`src/rtl/count_pwm_pkg.sv`:
```
// Shared constants and FSM encoding for the counter-driven PWM block.
package count_pwm_pkg;

  localparam int CNT_W = 4;
  localparam logic [CNT_W-1:0] CNT_MAX = 4'd15;

  typedef enum logic [1:0] {
    IDLE = 2'd0,
    ARM  = 2'd1,
    RUN  = 2'd2
  } state_t;

endpackage

```
`src/rtl/count_monitor.sv`:
```
// Watches the 4-bit count stream: flags wraps (15->0) and any step that is not +1.
module count_monitor
  import count_pwm_pkg::*;
(
  input  logic             clk,
  input  logic             rst,
  input  logic [CNT_W-1:0] c,
  output logic             wrap_det,
  output logic             skip_det,
  output logic             glitch
);

  logic [CNT_W-1:0] prev_c;
  logic             prev_valid;
  logic [CNT_W-1:0] prev_inc;

  // prev_valid gates both detectors so the first edge after reset only primes prev_c
  assign prev_inc = prev_c + CNT_W'(1);
  assign wrap_det = prev_valid && (prev_c == CNT_MAX) && (c == '0);
  assign skip_det = prev_valid && (c != prev_inc);

  always_ff @(posedge clk) begin
    prev_c <= c;
    if (rst) begin
      prev_valid <= 1'b0;
      glitch     <= 1'b0;
    end else begin
      prev_valid <= 1'b1;
      glitch     <= glitch | skip_det;
    end
  end

endmodule

```
`src/rtl/count_pwm.sv`:
```
// PWM generator driven by an external free-running 4-bit counter; duty is
// double-buffered and only changes at count wrap.
module count_pwm
  import count_pwm_pkg::*;
#(
  parameter int PCNT_W = 8
) (
  input  logic              clk,
  input  logic              rst,
  input  logic              q0,
  input  logic              q1,
  input  logic              q2,
  input  logic              q3,
  input  logic              en,
  input  logic [3:0]        duty,
  input  logic              duty_wr,
  output logic              pwm,
  output logic              wrap,
  output logic              running,
  output logic [PCNT_W-1:0] period_cnt,
  output logic              glitch
);

  logic [CNT_W-1:0] c;
  logic             wrap_det;
  logic             skip_det;
  logic [CNT_W-1:0] duty_pend;
  logic [CNT_W-1:0] duty_act;
  state_t           state;

  assign c = {q3, q2, q1, q0};

  function automatic logic [PCNT_W-1:0] sat_inc(input logic [PCNT_W-1:0] v);
    return (v == {PCNT_W{1'b1}}) ? v : v + PCNT_W'(1);
  endfunction

  count_monitor u_mon (
    .clk      (clk),
    .rst      (rst),
    .c        (c),
    .wrap_det (wrap_det),
    .skip_det (skip_det),
    .glitch   (glitch)
  );

  // At a wrap, pwm uses duty_pend directly because duty_act is being loaded from it on the same edge
  always_ff @(posedge clk) begin
    if (rst) begin
      state      <= IDLE;
      pwm        <= 1'b0;
      wrap       <= 1'b0;
      running    <= 1'b0;
      period_cnt <= '0;
      duty_pend  <= '0;
      duty_act   <= '0;
    end else begin
      wrap <= wrap_det;
      if (duty_wr)  duty_pend <= duty;
      if (wrap_det) duty_act  <= duty_pend;
      case (state)
        IDLE: begin
          pwm <= 1'b0;
          if (en) begin
            state      <= ARM;
            period_cnt <= '0;
          end
        end
        ARM: begin
          pwm <= 1'b0;
          if (!en) begin
            state <= IDLE;
          end else if (wrap_det) begin
            state   <= RUN;
            running <= 1'b1;
            pwm     <= (duty_pend != '0);
          end
        end
        RUN: begin
          if (wrap_det) begin
            period_cnt <= sat_inc(period_cnt);
            if (en) begin
              pwm <= (duty_pend != '0);
            end else begin
              state   <= IDLE;
              running <= 1'b0;
              pwm     <= 1'b0;
            end
          end else begin
            pwm <= (c < duty_act);
          end
        end
        default: begin
          state   <= IDLE;
          running <= 1'b0;
          pwm     <= 1'b0;
        end
      endcase
    end
  end

endmodule

```
`config.mk`:
```
export PLATFORM = sky130hd
export DESIGN_NAME = count_pwm
export DESIGN_NICKNAME = d
export VERILOG_FILES = /design/src/rtl/count_pwm_pkg.sv /design/src/rtl/count_monitor.sv /design/src/rtl/count_pwm.sv
export SDC_FILE = /design/constraint.sdc
export NUM_CORES = 1
export LEC_CHECK = 0
export ABC_AREA = 1
export BUFFER_PORTS_ARGS = -buffer_cell sky130_fd_sc_hd__buf_2
export CAP_MARGIN = 10
export CORE_MARGIN = 3
export CORE_UTILIZATION = 35
export DETAILED_ROUTE_END_ITERATION = 8
export MAX_ROUTING_LAYER = met4
export PLACE_DENSITY_LB_ADDON = 0.08
export SYNTH_ARGS = -nofsm -noshare
export SYNTH_HDL_FRONTEND = slang
export SYNTH_SLANG_ARGS = --single-unit
export TNS_END_PERCENT = 50
```
`constraint.sdc`:
```
create_clock -name clk -period 2 [get_ports clk]
set_clock_uncertainty 0.05 [all_clocks]
set_input_delay 0.5 -clock clk [delete_from_list [all_inputs] [get_ports clk]]
set_output_delay 0.5 -clock clk [all_outputs]
set_load 0.05 [all_outputs]
```
; ---- Word-level counts from Yosys, hierarchy flattened
; Index checks and enable logic that the tools add are counted.
[word_totals]
register_bits = 27
in_bits = 12
output_inout_bits = 12
word_cells = 58
[classes]
addsub = 2
magnitude_cmp = 1
n_eq_ne = 12
muxes = 21
bitwise = 2
n_reduce_logical = 10
[op_table]
columns = operator, n
row1 = $mux W8, 3
row2 = $pmux W8 S2, 1
row3 = $ne A2 B2 Y1 const B, 6
row4 = $mux W2, 5
row5 = $mux W1, 9
row6 = $add A8 B1 Y8 const B, 1
row7 = $eq A8 B8 Y1 const B, 1
row8 = $reduce_and A4 Y1, 2
row9 = $pmux W2 S3, 1
row10 = $reduce_and A5 Y1, 1
row11 = $add A4 B1 Y4 const B, 1
row12 = $eq A4 B4 Y1 const B, 1
row13 = $logic_not A4 Y1, 1
row14 = $lt A4 B4 Y1, 1
row15 = $ne A4 B4 Y1, 1
row16 = $reduce_bool A4 Y1, 1
row17 = $logic_and A1 B1 Y1, 3
row18 = $ne A3 B3 Y1 const B, 1
row19 = $pmux W1 S3, 1
row20 = $eq A2 B1 Y1 const B, 1
row21 = $eq A2 B2 Y1 const B, 1
row22 = $logic_not A2 Y1, 1
row23 = $pmux W1 S2, 1
row24 = $reduce_bool A2 Y1, 1
row25 = other kinds (2), 2

; ---- Depth between registers and ports, before layout
[depth]
depth_word = 6
mapped_depth = 10
depth_no_buf = 10

; ---- Hierarchy
; From an unflattened synthesis, not the netlist that was laid out.
[hier_totals]
hier_cells = 219
area_unflattened_um2 = 1462.7
[by_module_without_submodules]
columns = mod, n_inst, cells_per_inst, area_each_um2, seq_area_each_um2
row1 = count_pwm, 1, 174, 1167.4, 420.4
row2 = count_monitor, 1, 45, 295.3, 120.1

; ---- Worst setup path before layout
; No wires, ideal clock.
[synth_path]
path_kind = register to register
from = reg period_cnt[1]
to = reg period_cnt[7]
setup_time_ns = 0.066
arrival_time_ns = 1.650
required_ns = 1.884
slack_ns = 0.234
path_stages_with_launch = 10
synth_period_minus_slack_ns = 1.766
path_cell_list = dfxtp_1 > ha_1 > nand2_1 > nor2_1 > nand2_1 > nand2_1 > nand2_2 > nand3_2 > nand2_1 > a21oi_2
[synth_via]
elab_chain_cells = 4
elab_cells_between_ends = 7
classes_between = 1 x add/sub / 2 x eq/ne / 3 x mux / 1 x reduce/logical
[synth_rtl]
columns = element, line
row1 = start: declaration, count_pwm.sv:20  ; output logic [PCNT_W-1:0] period_cnt,
row2 = start signal: assignment, count_pwm.sv:80  ; period_cnt <= sat_inc(period_cnt);
row3 = $add A8 B1 Y8, count_pwm.sv:34  ; return (v == {PCNT_W{1'b1}}) ? v : v + PCNT_W'(1);
row4 = $mux W8, count_pwm.sv:34
row5 = $mux W8, count_pwm.sv:79  ; if (wrap_det) begin
row6 = $pmux W8 S2, count_pwm.sv:60  ; case (state)
; Parallel ways exist; a longest one is shown, timed or not. The select of a mux whose other input is x is not followed.
; A chain may end at the register's enable or synchronous reset.

; ---- Worst setup path in the final report
[layout_path]
from = reg state[0]
to = reg period_cnt[2]
[layout_via]
elab_chain_cells = 3
elab_cells_between_ends = 8
classes_between = 4 x eq/ne / 1 x mux / 3 x reduce/logical
[layout_rtl]
columns = element, line
row1 = start: declaration, count_pwm.sv:29  ; state_t state;
row2 = start signal: assignment, count_pwm.sv:49  ; state <= IDLE;
row3 = start signal: assignment, count_pwm.sv:64  ; state <= ARM;
row4 = start signal: assignment, count_pwm.sv:71  ; state <= IDLE;
row5 = $eq A2 B2 Y1 or $logic_not A2 Y1 (tied branches), count_pwm.sv:60
row6 = $ne A2 B2 Y1 (no source line) or $reduce_bool A2 Y1 (tied branches), --
row7 = $reduce_and A4 Y1 (no source line), --
; Parallel ways exist; a longest one is shown, timed or not.

==> flow_summary.json <==
{
  "status": "completed",
  "cpPeakStageDelay_ns": 0.36,
  "grt_overflow_total": 0,
  "crit_type": "reg2reg",
  "final.setup.tns_ns": 0,
  "drt_wl_total_um": 3150,
  "seq_power_share": 0.352,
  "synth-simple-area-share": 0.385,
  "p_int_mw": 1.02,
  "min_period_over_period": 0.835,
  "maxCapViolations": 0,
  "synth_mux_area_frac": 0,
  "initial_core_util": 0.374,
  "clk_latency_ns": 0.27,
  "crit_family": "simple AND/OR/NAND/NOR gates",
  "core_region_area_um2": 4120,
  "tritoncts": "built",
  "cts.hold.buffers_added": 0,
  "required_ns": 2.12,
  "synth-xor-area-share": 0.00570,
  "dp_cells": 302,
  "clockRootBuffer": "clkbuf_8",
  "rows": 23,
  "yosysWarningCount": 0,
  "cts_setup_buffers": 0,
  "mostFrequentLayoutCells": "nand2_1, nor2_1, inv_1",
  "crit_path_cell_trace": "inv_1, ha_1, nor2_1, inv_1, nand2_2, nand3_2, o21ai_1, nor2_1",
  "cts_buffers": 3,
  "p_sw_mw": 0.802,
  "yosysSeqAreaShare": 0.352,
  "power_frac_comb": 0.476,
  "dpl_cell_area_um2": 1700,
  "first_global_vias": 1329,
  "total_power_mw": 1.82,
  "track_usage": 0.142,
  "clock_path_buffers": 2,
  "crit_slowest_cell": "dfxtp_1",
  "port_buffers": 23,
  "slew_violations": 0,
  "p_per_area_nw_per_um2": 1040,
  "worst_slack_ns": 0.329,
  "swShare": 0.441,
  "first_iter_violations": 52,
  "power_frac_clock": 0.172,
  "synth_fa_ha_area_frac": 0.0651,
  "clkSinkCount": 27,
  "die_area_um2": 5230,
  "final_nets": 277,
  "final_cells": 306,
  "place_congestion": 0.840,
  "mostFrequentLayoutCell": "nand2_1",
  "syn-instance-count": 231,
  "finalHoldViolations": 0,
  "start_kind": "register",
  "min_period_ns": 1.67,
  "h-tree-depth": 1,
  "worst-path-buf-inv": 2,
  "syn2layout_area_growth_pct": 13.6,
  "die_h_um": 72.3,
  "synth-compound-area-share": 0.0862,
  "place_hpwl_um": 2390,
  "crit_fanout": 9,
  "tightestPinTransition_ns": 0.491,
  "ios": 24,
  "synth_top_family_by_area": "simple AND/OR/NAND/NOR gates",
  "hold_path.class": "in2reg",
  "cts_resized": 0,
  "n_fill_cell": 462,
  "routedWlPerCell_um": 10.3,
  "postRouteAntennaNets": 0,
  "yosys_register_bits": 27,
  "clkTransAtPathRegs_ns": 0.10,
  "avgSynthCellArea_um2": 6.66,
  "viasPerCell": 4.54,
  "drc": 0,
  "drive_gt1_frac": 0.160,
  "netlist_area_um2": 1540,
  "syn_nets": 251,
  "antenna_found_initial": 0,
  "grt_pass1_wl_um": 5840,
  "n_antenna_cell": 0,
  "p_leak_nw": 0.859,
  "grt_max_degree": 18,
  "cp.arrival_ns": 1.79,
  "dp_slack_ns": 0.314,
  "grt_setup_unrepaired": "no",
  "relSlewSlack": 0.672,
  "setup-violations-final": 0,
  "drt_pass1_iterations": 4,
  "synthDistinctLibCells": 25,
  "crit_path_end_kind": "register",
  "vias": 1389,
  "clock.fmax_mhz": 599,
  "fp.dieW_um": 72.3,
  "design_area_um2": 1750,
  "ir_drop_v": 0.000759
}
## layer usage
metal	up-vias	global-route usage	wire (µm)
li1	764	-	-
met1	596	0.198	1680
met2	27	0.208	1300
met3	2	0.0319	156
met4	0	0.0313	24
met5	-	-	0
## sequential cells by signal, summed over array words and instances (netlist names)
signal            cells
state                 2
u_mon.glitch          1
wrap                  1
u_mon.prev_valid      1
duty_pend             4
duty_act              4
u_mon.prev_c          4
pwm                   1
period_cnt            8
running               1
## metrics by stage
| stage | hold slack, ns | util |
|---|---|---|
| after floorplan | 0.375 | - |
| after global placement | 0.386 | 0.414 |
| after detailed placement | 0.390 | 0.414 |
| after CTS | 0.317 | 0.424 |
| after global routing | 0.321 | 0.424 |
| final | 0.326 | 0.424 |
## final timing paths
path | start | to | slack (ns) | cells after the start
hold / removal | q0 | u_mon.prev_c[0] | 0.33 | 1
hold reg to reg | u_mon.glitch | u_mon.glitch | 0.40 | 2
setup reg to reg | state[0] | period_cnt[2] | 0.33 | 8
setup / recovery | state[0] | period_cnt[2] | 0.33 | 8
## synth_stat cells
cell,number,share of area
a21oi_1,9,0.029
a21oi_2,1,0.0057
a21oi_4,1,0.011
buf_2,2,0.0065
buf_6,1,0.0073
dfxtp_1,27,0.35
ha_1,8,0.065
inv_1,37,0.090
inv_2,1,0.0024
nand2_1,60,0.15
nand2_2,2,0.0081
nand2_4,3,0.022
nand3_1,14,0.046
nand3_2,1,0.0065
nand4_1,5,0.020
nor2_1,38,0.093
nor2_2,1,0.0041
nor2_4,3,0.022
nor3_1,2,0.0065
nor3_2,1,0.0065
nor4_1,1,0.0041
o21ai_0,5,0.016
o21ai_1,6,0.020
o21bai_1,1,0.0049
xnor2_1,1,0.0057
## power groups by stage
stage,registers [mW],clock network [mW],logic (mW)
6_report,0.639,0.312,0.866
5_1_grt,0.650,0.353,1.01
4_1_cts,0.641,0.331,0.872
3_5_place_dp,0.653,0,0.862
3_3_place_gp,0.654,0,0.864
2_1_floorplan,0.733,0,0.607
## final cells by class
class                           count  area, µm²  area share
Multi-Input combinational cell    163        833       0.477
Sequential cell                    27        541       0.309
Inverter                           38        143      0.0817
Timing Repair Buffer               24        123      0.0702
Tap cell                           50       62.6      0.0358
Clock buffer                        4       45.0      0.0258
## cell families (layout without fill, tap and decap cells)
group                      after synthesis  after routing
AOI/OAI and AO/OA                       23             23
xor gates and xnor gates                 1              1
adders and majority gates                8              8
buffers and inverters                   41             66
DFF                                     27             27
and+or+nand+nor                        131            131
No activity file was read; power rests on OpenSTA's default activity.
